`src/rtl/dynvc_buffer_ctrl_if.sv`:
```
`default_nettype none
// ============================================================================
// Module      : dynvc_buffer_ctrl_if
// Description : Port bundle for the DynVC buffer pointer/free-list controller.
//               The slave modport is the controller; the master modport is the
//               flit-arrival / switch-allocation side driving push and pop.
// Revision    : 1.0 - initial release
// ============================================================================
interface dynvc_buffer_ctrl_if #(
    parameter int MAX_VC_NUMBER     = 10,
    parameter int MEMORY_BANK_DEPTH = 32
);
    localparam int POINTER_WIDTH = $clog2(MEMORY_BANK_DEPTH);
    localparam int COUNT_WIDTH   = $clog2(MEMORY_BANK_DEPTH + 1);

    logic [MAX_VC_NUMBER-1:0]             push_vc;
    logic [MAX_VC_NUMBER-1:0]             pop_vc;
    logic [MAX_VC_NUMBER-1:0]             push_ready;
    logic                                 write_en;
    logic [POINTER_WIDTH-1:0]             write_addr;
    logic                                 read_en;
    logic [POINTER_WIDTH-1:0]             read_addr;
    logic [MAX_VC_NUMBER-1:0]             vc_empty;
    logic [MAX_VC_NUMBER*COUNT_WIDTH-1:0] vc_count;
    logic [COUNT_WIDTH-1:0]               free_count;
    logic                                 error;

    modport master (
        output push_vc, pop_vc,
        input  push_ready, write_en, write_addr, read_en, read_addr,
               vc_empty, vc_count, free_count, error
    );

    modport slave (
        input  push_vc, pop_vc,
        output push_ready, write_en, write_addr, read_en, read_addr,
               vc_empty, vc_count, free_count, error
    );
endinterface
`default_nettype wire

```
`src/rtl/dynvc_buffer_ctrl.sv`:
```
`default_nettype none
// ============================================================================
// Module      : dynvc_buffer_ctrl
// Description : Pointer/free-list controller for the shared DynVC input buffer
//               bank. One next-pointer table holds a linked list per VC plus
//               the free list. At most one push and one pop per cycle.
//               Optional macro DYNVC_RESERVE_SLOT_EN guarantees each VC one
//               slot; when undefined the bank is fully shared.
// Revision    : 1.0 - initial release
// ============================================================================
module dynvc_buffer_ctrl #(
    parameter int MAX_VC_NUMBER     = 10,
    parameter int MEMORY_BANK_DEPTH = 32
) (
    input  wire logic          clk,
    input  wire logic          reset,
    dynvc_buffer_ctrl_if.slave bus
);
    localparam int POINTER_WIDTH = $clog2(MEMORY_BANK_DEPTH);
    localparam int COUNT_WIDTH   = $clog2(MEMORY_BANK_DEPTH + 1);
    localparam int VC_IDX_WIDTH  = (MAX_VC_NUMBER > 1) ? $clog2(MAX_VC_NUMBER) : 1;

    localparam logic [COUNT_WIDTH-1:0]   c_count_one = COUNT_WIDTH'(1);
    localparam logic [COUNT_WIDTH-1:0]   c_depth     = COUNT_WIDTH'(MEMORY_BANK_DEPTH);
    localparam logic [MAX_VC_NUMBER-1:0] c_vc_one    = MAX_VC_NUMBER'(1);

    // Bank depth must be a power of two so slot pointers cover it exactly.
    generate
        if ((MEMORY_BANK_DEPTH < 2) ||
            ((MEMORY_BANK_DEPTH & (MEMORY_BANK_DEPTH - 1)) != 0)) begin : g_depth_check
            $error("MEMORY_BANK_DEPTH must be a power of two and at least 2");
        end
    endgenerate

`ifdef DYNVC_RESERVE_SLOT_EN
    // Reserving a slot per VC is only possible when every VC can own one.
    generate
        if (MEMORY_BANK_DEPTH < MAX_VC_NUMBER) begin : g_reserve_check
            $error("MEMORY_BANK_DEPTH must be >= MAX_VC_NUMBER with slot reservation");
        end
    endgenerate
`endif

    // ------------------------------------------------------------------------
    // State
    // ------------------------------------------------------------------------
    logic [POINTER_WIDTH-1:0] r_next  [MEMORY_BANK_DEPTH];
    logic [POINTER_WIDTH-1:0] r_head  [MAX_VC_NUMBER];
    logic [POINTER_WIDTH-1:0] r_tail  [MAX_VC_NUMBER];
    logic [COUNT_WIDTH-1:0]   r_count [MAX_VC_NUMBER];
    logic [POINTER_WIDTH-1:0] r_free_head;
    logic [POINTER_WIDTH-1:0] r_free_tail;
    logic [COUNT_WIDTH-1:0]   r_free_count;
    logic                     r_error;

    // ------------------------------------------------------------------------
    // Request decode
    // ------------------------------------------------------------------------
    logic                     w_push_onehot;
    logic                     w_pop_onehot;
    logic [VC_IDX_WIDTH-1:0]  w_push_idx;
    logic [VC_IDX_WIDTH-1:0]  w_pop_idx;
    logic [MAX_VC_NUMBER-1:0] w_vc_empty;
    logic [MAX_VC_NUMBER-1:0] w_push_ready;
    logic                     w_push_ok;
    logic                     w_pop_ok;
    logic                     w_push_err;
    logic                     w_pop_err;
    logic                     w_same_single;
    logic [POINTER_WIDTH-1:0] w_read_addr;
`ifdef DYNVC_RESERVE_SLOT_EN
    logic [COUNT_WIDTH-1:0]   w_num_empty;
`endif

    // Decode one-hot requests, derive push readiness and accepted operations.
    always_comb begin
        w_push_onehot = (bus.push_vc != '0) &&
                        ((bus.push_vc & (bus.push_vc - c_vc_one)) == '0);
        w_pop_onehot  = (bus.pop_vc != '0) &&
                        ((bus.pop_vc & (bus.pop_vc - c_vc_one)) == '0);

        w_push_idx = '0;
        w_pop_idx  = '0;
        for (int v = 0; v < MAX_VC_NUMBER; v++) begin
            if (bus.push_vc[v]) w_push_idx = VC_IDX_WIDTH'(v);
            if (bus.pop_vc[v])  w_pop_idx  = VC_IDX_WIDTH'(v);
        end

        for (int v = 0; v < MAX_VC_NUMBER; v++) begin
            w_vc_empty[v] = (r_count[v] == '0);
        end

`ifdef DYNVC_RESERVE_SLOT_EN
        // A non-empty VC may only take a slot if every empty VC still has
        // one left to claim afterwards.
        w_num_empty = '0;
        for (int v = 0; v < MAX_VC_NUMBER; v++) begin
            w_num_empty = w_num_empty + COUNT_WIDTH'(w_vc_empty[v]);
        end
        for (int v = 0; v < MAX_VC_NUMBER; v++) begin
            if (w_vc_empty[v]) begin
                w_push_ready[v] = (r_free_count != '0);
            end else begin
                w_push_ready[v] = (r_free_count > w_num_empty);
            end
        end
`else
        w_push_ready = {MAX_VC_NUMBER{r_free_count != '0}};
`endif
        if (reset) begin
            w_push_ready = '0;
        end

        // Readiness is based on current occupancy only, so a slot freed by a
        // pop this cycle is never handed to a push in the same cycle.
        w_push_ok  = !reset && w_push_onehot && ((bus.push_vc & w_push_ready) != '0);
        w_pop_ok   = !reset && w_pop_onehot  && ((bus.pop_vc & ~w_vc_empty) != '0);
        w_push_err = !reset && (bus.push_vc != '0) && !w_push_ok;
        w_pop_err  = !reset && (bus.pop_vc  != '0) && !w_pop_ok;

        // Same VC pushes and pops its only flit: the new slot becomes head.
        w_same_single = w_push_ok && w_pop_ok && (bus.push_vc == bus.pop_vc) &&
                        (r_count[w_push_idx] == c_count_one);

        w_read_addr = r_head[w_pop_idx];
    end

    // Drive bank strobes/addresses and status outputs.
    always_comb begin
        bus.push_ready = w_push_ready;
        bus.write_en   = w_push_ok;
        bus.write_addr = reset ? '0 : r_free_head;
        bus.read_en    = w_pop_ok;
        bus.read_addr  = reset ? '0 : w_read_addr;
        bus.vc_empty   = w_vc_empty;
        bus.vc_count   = '0;
        for (int v = 0; v < MAX_VC_NUMBER; v++) begin
            bus.vc_count[(MAX_VC_NUMBER-1-v)*COUNT_WIDTH +: COUNT_WIDTH] = r_count[v];
        end
        bus.free_count = r_free_count;
        bus.error      = r_error;
    end

    // Linked-list, free-list, occupancy and sticky-error state update.
    always_ff @(posedge clk) begin
        if (reset) begin
            for (int i = 0; i < MEMORY_BANK_DEPTH; i++) begin
                r_next[i] <= POINTER_WIDTH'((i + 1) % MEMORY_BANK_DEPTH);
            end
            for (int v = 0; v < MAX_VC_NUMBER; v++) begin
                r_head[v]  <= '0;
                r_tail[v]  <= '0;
                r_count[v] <= '0;
            end
            r_free_head  <= '0;
            r_free_tail  <= POINTER_WIDTH'(MEMORY_BANK_DEPTH - 1);
            r_free_count <= c_depth;
            r_error      <= 1'b0;
        end else begin
            if (w_push_err || w_pop_err) begin
                r_error <= 1'b1;
            end

            // Pop: advance the VC head and append the slot to the free list.
            // With an empty free list the old free tail is stale, so it is
            // not linked; the popped slot simply becomes the whole list.
            if (w_pop_ok) begin
                r_head[w_pop_idx] <= r_next[w_read_addr];
                if (r_free_count != '0) begin
                    r_next[r_free_tail] <= w_read_addr;
                end
                r_free_tail <= w_read_addr;
            end

            // Push: link free_head behind the VC tail (or make it the head).
            // Placed after the pop so its head write wins for w_same_single.
            if (w_push_ok) begin
                if (w_vc_empty[w_push_idx] || w_same_single) begin
                    r_head[w_push_idx] <= r_free_head;
                end else begin
                    r_next[r_tail[w_push_idx]] <= r_free_head;
                end
                r_tail[w_push_idx] <= r_free_head;
            end

            // Free head: refill from the popped slot when the list runs dry.
            if (w_pop_ok && (r_free_count == '0)) begin
                r_free_head <= w_read_addr;
            end else if (w_push_ok && w_pop_ok && (r_free_count == c_count_one)) begin
                r_free_head <= w_read_addr;
            end else if (w_push_ok) begin
                r_free_head <= r_next[r_free_head];
            end

            if (w_push_ok && !w_pop_ok) begin
                r_free_count <= r_free_count - c_count_one;
            end else if (w_pop_ok && !w_push_ok) begin
                r_free_count <= r_free_count + c_count_one;
            end

            for (int v = 0; v < MAX_VC_NUMBER; v++) begin
                if (w_push_ok && bus.push_vc[v] && !(w_pop_ok && bus.pop_vc[v])) begin
                    r_count[v] <= r_count[v] + c_count_one;
                end else if (w_pop_ok && bus.pop_vc[v] && !(w_push_ok && bus.push_vc[v])) begin
                    r_count[v] <= r_count[v] - c_count_one;
                end
            end
        end
    end
endmodule
`default_nettype wire

```
`src/flat_wrapper.sv`:
```
// flat-port wrapper written by rule: the top's interface ports become plain ports
module dynvc_buffer_ctrl_flat 
#(
    parameter int MAX_VC_NUMBER     = 10,
    parameter int MEMORY_BANK_DEPTH = 32
)
  (clk, reset, bus_push_vc, bus_pop_vc, bus_push_ready, bus_write_en, bus_write_addr, bus_read_en, bus_read_addr, bus_vc_empty, bus_vc_count, bus_free_count, bus_error);
  dynvc_buffer_ctrl_if #(.MAX_VC_NUMBER(MAX_VC_NUMBER), .MEMORY_BANK_DEPTH(MEMORY_BANK_DEPTH)) bus_i ();
  input  wire logic clk;
  input  wire logic reset;
  input wire logic [$bits(bus_i.push_vc)-1:0] bus_push_vc;
  input wire logic [$bits(bus_i.pop_vc)-1:0] bus_pop_vc;
  output wire logic [$bits(bus_i.push_ready)-1:0] bus_push_ready;
  output wire logic [$bits(bus_i.write_en)-1:0] bus_write_en;
  output wire logic [$bits(bus_i.write_addr)-1:0] bus_write_addr;
  output wire logic [$bits(bus_i.read_en)-1:0] bus_read_en;
  output wire logic [$bits(bus_i.read_addr)-1:0] bus_read_addr;
  output wire logic [$bits(bus_i.vc_empty)-1:0] bus_vc_empty;
  output wire logic [$bits(bus_i.vc_count)-1:0] bus_vc_count;
  output wire logic [$bits(bus_i.free_count)-1:0] bus_free_count;
  output wire logic [$bits(bus_i.error)-1:0] bus_error;
  assign bus_i.push_vc = bus_push_vc;
  assign bus_i.pop_vc = bus_pop_vc;
  assign bus_push_ready = bus_i.push_ready;
  assign bus_write_en = bus_i.write_en;
  assign bus_write_addr = bus_i.write_addr;
  assign bus_read_en = bus_i.read_en;
  assign bus_read_addr = bus_i.read_addr;
  assign bus_vc_empty = bus_i.vc_empty;
  assign bus_vc_count = bus_i.vc_count;
  assign bus_free_count = bus_i.free_count;
  assign bus_error = bus_i.error;
  dynvc_buffer_ctrl #(.MAX_VC_NUMBER(MAX_VC_NUMBER), .MEMORY_BANK_DEPTH(MEMORY_BANK_DEPTH)) u_core (.clk(clk), .reset(reset), .bus(bus_i));
endmodule
```
`config.mk`:
```
export PLATFORM = sky130hd
export DESIGN_NAME = dynvc_buffer_ctrl_flat
export DESIGN_NICKNAME = d
export VERILOG_FILES = /design/src/rtl/dynvc_buffer_ctrl_if.sv /design/src/rtl/dynvc_buffer_ctrl.sv /design/src/flat_wrapper.sv
export SDC_FILE = /design/constraint.sdc
export NUM_CORES = 1
export LEC_CHECK = 0
export ABC_CLOCK_PERIOD_IN_PS = 6900
export BUFFER_PORTS_ARGS = -buffer_cell sky130_fd_sc_hd__clkbuf_2
export CORE_MARGIN = 2
export CORE_UTILIZATION = 38
export CTS_CLUSTER_SIZE = 28
export DETAILED_ROUTE_END_ITERATION = 8
export PLACE_DENSITY = 0.54
export SYNTH_ARGS = -nofsm -noshare
export SYNTH_HDL_FRONTEND = slang
export SYNTH_SLANG_ARGS = --single-unit
```
`constraint.sdc`:
```
create_clock -name clk -period 6.9 [get_ports clk]
set_input_delay 0.345 -clock clk [delete_from_list [all_inputs] [get_ports clk]]
set_output_delay 0.345 -clock clk [all_outputs]
set_load 0.005 [all_outputs]
```
After elaboration in Yosys (flattened, before gate mapping)
Memories as Yosys holds them, arrays and structs flattened. A register that Yosys moved wholly into a read port is not among the register bits.
Cells that the tools add are included.
{ "word_totals": {"output_inout_bits": 99, "register_bits": 17, "memories": 4, "word_cells": 323, "in_bits": 22, "ram_bits": 320} }
{ "mem_list": {"columns": ["name", "words", "width", "rd", "rd_clocked_by_memory_dff", "wr", "line_no", "source"], "rows": [
  ["u_core.r_next", 32, 5, 2, 1, 32, "dynvc_buffer_ctrl.sv:47", "logic [POINTER_WIDTH-1:0] r_next [MEMORY_BANK_DEPTH];"],
  ["u_core.r_count", 10, 6, 11, 0, 10, "dynvc_buffer_ctrl.sv:50", "logic [COUNT_WIDTH-1:0] r_count [MAX_VC_NUMBER];"],
  ["u_core.r_head", 10, 5, 1, 0, 10, "dynvc_buffer_ctrl.sv:48", "logic [POINTER_WIDTH-1:0] r_head [MAX_VC_NUMBER];"],
  ["u_core.r_tail", 10, 5, 1, 0, 10, "dynvc_buffer_ctrl.sv:49", "logic [POINTER_WIDTH-1:0] r_tail [MAX_VC_NUMBER];"]
]} }
{ "classes": {"n_eq_ne": 3, "mux": 155, "n_addsub": 24, "reduce_logical": 107, "bitwise": 25, "order_cmp": 1} }
{ "ops": {"columns": ["cell", "count"], "rows": [
  ["$mux 6", 22],
  ["$mux 1", 98],
  ["$mux 5", 14],
  ["$add 6x1->6 const B", 11],
  ["$logic_not 6->1", 11],
  ["$sub 6x1->6 const B", 11],
  ["$logic_and 1x1->1", 57],
  ["$and 10x10->10", 4],
  ["$reduce_bool 10->1", 4],
  ["$mux 4", 7],
  ["$reduce_or 5->1", 5],
  ["$mux 3", 8],
  ["$logic_not 1->1", 23],
  ["$logic_not 10->1", 2],
  ["$or 1x1->1", 20],
  ["$sub 10x1->10 const B", 2],
  ["$eq 6x1->1 const B", 2],
  ["$eq 10x10->1", 1],
  ["$mux 10", 1],
  ["$not 10->10", 1],
  ["$mux 2", 4],
  ["$reduce_bool 6->1", 1],
  ["$lt 4x5->1 const B", 1],
  ["$bmux 1 s4", 1],
  ["other kinds (3)", 4]
]} }

Depth between registers and ports, before layout
An unclocked memory read counts as a cell.
{ "depth": {"depth_word": 19, "depth_mapped": 21, "mapped_depth_nobuf": 20} }

Worst setup path after synthesis
No wires, ideal clock.
{ "synth_path": {"kind": "input port to flip-flop", "from": "in bus_pop_vc[2]", "to": "mem u_core.r_head[0][0] (netlist name) (enable)", "stages": 20, "required_ps": 6543, "t_arrival_ps": 4747, "slack_ps": 1796, "path_cell_list": "buf_2 -> or3_1 -> or3_1 -> clkbuf_1 -> nor3_1 -> o21ai_1 -> a211oi_1 -> buf_2 -> buf_2 -> buf_1 -> ha_1 -> nand4_1 -> nor3_1 -> o311a_1 -> or2_2 -> clkbuf_1 -> clkbuf_1 -> buf_1 -> nand2_1 -> o211ai_1"} }
{ "synth_lines": {"columns": ["item", "line_no", "source"], "rows": [
  ["from (decl)", "flat_wrapper.sv:12", "input wire logic [$bits(bus_i.pop_vc)-1:0] bus_pop_vc;"],
  ["to (decl)", "dynvc_buffer_ctrl.sv:48", null]
]} }

==> results_dict.tcl <==
set metrics [dict create \
    status "complete, no violations" \
    maxCapViolations 0 \
    leakage_nw 9.078 \
    maxSlewViolCount 0 \
    clk_pin_slew_worst_paths_ps 60 \
    fp.dieH_um 249.4 \
    hold_class "in -> reg" \
    routedWlPerCell_um 29.47 \
    syn_to_final_growth_pct 11.01 \
    cts-buffers-inserted 44 \
    drc_errors 0 \
    grt_antenna_before_repair 2 \
    irDropWorstVdd_mv 0.1721 \
    regToRegSetupSlack_ps 1500 \
    numClockSinks 342 \
    worstMarginPinSlew_ps 1263 \
    drt_iter0_markers 2488 \
    power_density_mw_per_mm2 203.5 \
    grt_max_degree 82 \
    row_count 89 \
    fillCellCount 5676 \
    grt.overflow.total 0 \
    n_antenna_cell 0 \
    period_needed_ps 5400 \
    clockBufferDepth 3 \
    synth.net_count 2238 \
    synthesis.area_mm2 0.02288 \
    gp_congestion 0.9731 \
    period_share 0.7827 \
    mostFrequentLayoutCells "edfxtp_1, nand3_1, nor2_1" \
    syn_area_per_cell_um2 10.57 \
    seq_area_frac_synth 0.4393 \
    final_core_util 0.4287 \
    drt-total-wl_mm 87.81 \
    fmax_ghz 0.1852 \
    final_common_cell "edfxtp_1" \
    viasPerCell 6.610 \
    fp.coreArea_mm2 0.05924 \
    start_util 0.3861 \
    insertion_delay_ps 600 \
    worst_setup_path_start_kind "flop" \
    hold_viol 0 \
    cts_resized 0 \
    setup_violations 0 \
    ios 121 \
    crit_fanout 53 \
    die_area_mm2 0.06218 \
    yosys_register_bits 342 \
    synth_edf_count 320 \
    end_kind "flop" \
    port_buffers 120 \
    cts_tree "yes" \
    yosysUniqueCellTypes 87 \
    placed_cells 2902 \
    layout.cells.non_filler 2980 \
    final.setup.tns_ps 0 \
    yosysWarnings 0 \
    layout.nets 2249 \
    seq_area_mm2 0.01006 \
    relSlewSlack 0.1564 \
    die_w_um 249.4 \
    vias 19697 \
    cts_root_buf "clkbuf_16" \
    post-route-cell-area_mm2 0.02539 \
    grt_pass1_vias 18885 \
    worstPathRequired_ps 7150 \
    async_flop_share 0 \
    dpl.hpwl_mm 60.35 \
    post-place-ws_ps 1476 \
    arrival_ps 5650 \
    drt-pass1-iter-count 6 \
    path_class "reg -> reg" \
    synth-main-ff-cell "edfxtp_1" \
    hold_buffers 0 \
    drive_gt1_frac 0.2030 \
    setup_slack_ps 1500 \
    place_area_mm2 0.02405 \
    grt_pass1_wl_mm 128.8 \
    fin_skew_ps 42.13 \
    h-tree-depth 2 \
    cts_setup_buffers 0 \
    multi_input_area_mm2 0.01181 \
    rsz0062_at_grt "no" \
    grtUsageTotal 0.2749 \
    detail-route-antenna-nets 0 \
    synthCells 2164 \
]
[final cells by class]
cell class,count,share of cell area
timing repair buffer,170,0.03892
sequential,342,0.3960
tap,773,0.03809
multi-input combinational,1557,0.4650
inverter,60,0.008869
clock buffer,62,0.04769
clock inverter,16,0.005420
[critical path, cell delays in order (launching register included)]
cell and delay (ps):
dfxtp_1 450, inv_1 70, ha_1 280, a21oi_1 660, inv_1 280, nor4_2 390
buf_4 530, ha_1 370, nand4_1 110, nor3_1 210, o311a_1 280, or2_2 770
nand3_1 290, nand3_1 310
[routing by layer]
metal | track usage | part of all wire | vias up
met5 | 0 | 0.00010 | -
met2 | 0.4220 | 0.45 | 1193
met3 | 0.05423 | 0.098 | 209
li1 | - | - | 8429
met1 | 0.3847 | 0.42 | 9864
met4 | 0.09948 | 0.037 | 2
[sequential cells by signal, summed over array words and instances (netlist names), named ones only]
| name | count |
|---|---|
| u_core.r_head | 50 |
| u_core.r_count | 60 |
| u_core.r_tail | 50 |
| u_core.bus.free_count | 6 |
| u_core.r_free_tail | 5 |
| u_core.bus.error | 1 |
| u_core.r_free_head | 5 |
| u_core.r_next | 160 |
[path summary, 6_finish.rpt]
| path | startpoint | endpoint | cells after the start |
|---|---|---|---|
| worst max-delay path | u_core.bus.free_count[0]$_SDFFE_PP0P_ | u_core.r_head[5][4]$_DFFE_PP_ | 13 |
| worst min-delay path | bus_push_vc[1] | u_core.r_count[1][5]$_SDFFCE_PN0P_ | 3 |
| worst max register to register | u_core.bus.free_count[0]$_SDFFE_PP0P_ | u_core.r_head[5][4]$_DFFE_PP_ | 13 |
| worst min register to register | u_core.r_free_tail[0]$_SDFFE_PP1N_ | u_core.r_free_tail[0]$_SDFFE_PP1N_ | 2 |
[through the flow]
step | hold slack [ps] | total power [W]
after global routing | 246.7 | 0.005292
after CTS | 182.2 | 0.005161
final | 215.6 | 0.005169
after floorplan | 506.6 | 0.002735
after detailed placement | 557.6 | 0.002962
after global placement | 534.9 | 0.002958
[report_power, final]
part | leakage, nW | internal (W) | switching (W)
combinational | 5.23 | 0.000165 | 0.000418
clock | 0.649 | 0.00129 | 0.000932
sequential | 3.20 | 0.00231 | 0.0000459
[logic make-up after synthesis]
| kind of cell | Yosys count | share of synthesized area |
|---|---|---|
| XOR/XNOR | 63 | 0.02412 |
| AND/OR/NAND/NOR | 778 | 0.1732 |
| flip-flops | 342 | 0.4393 |
| adder cells (fa/ha/maj) | 57 | 0.03358 |
| buffers and inverters | 265 | 0.04748 |
| multiplexers | 238 | 0.1398 |
| AO/OA/AOI/OAI | 421 | 0.1425 |
[Yosys cell counts (all sizes together) (12+ instances only)]
cell | instances | area [um^2]
or4 | 18 | 138.9
a21o | 40 | 300.3
o21ai | 40 | 200.2
nand3 | 154 | 770.7
xor2 | 21 | 183.9
o221ai | 26 | 227.7
edfxtp | 320 | 9609
a211o | 17 | 148.9
nor3 | 69 | 360.4
and2 | 24 | 150.1
a2111oi | 85 | 744.5
nor2 | 154 | 583.1
and3 | 107 | 669.4
ha | 43 | 538.0
buf | 64 | 331.6
xnor2 | 42 | 367.9
mux2 | 112 | 1261
dfxtp | 22 | 440.4
or2 | 12 | 75.08
o31ai | 19 | 156.4
inv | 56 | 210.2
nand2b | 15 | 93.84
mux2i | 72 | 720.7
a21oi | 50 | 250.2
o211ai | 39 | 297.8
nor4 | 20 | 131.4
o32ai | 12 | 105.1
or3 | 20 | 125.1
nand4 | 14 | 87.58
nand2 | 140 | 528.0
clkbuf | 141 | 529.3
mux4 | 54 | 1216
Power figures use the tool's default switching activity.
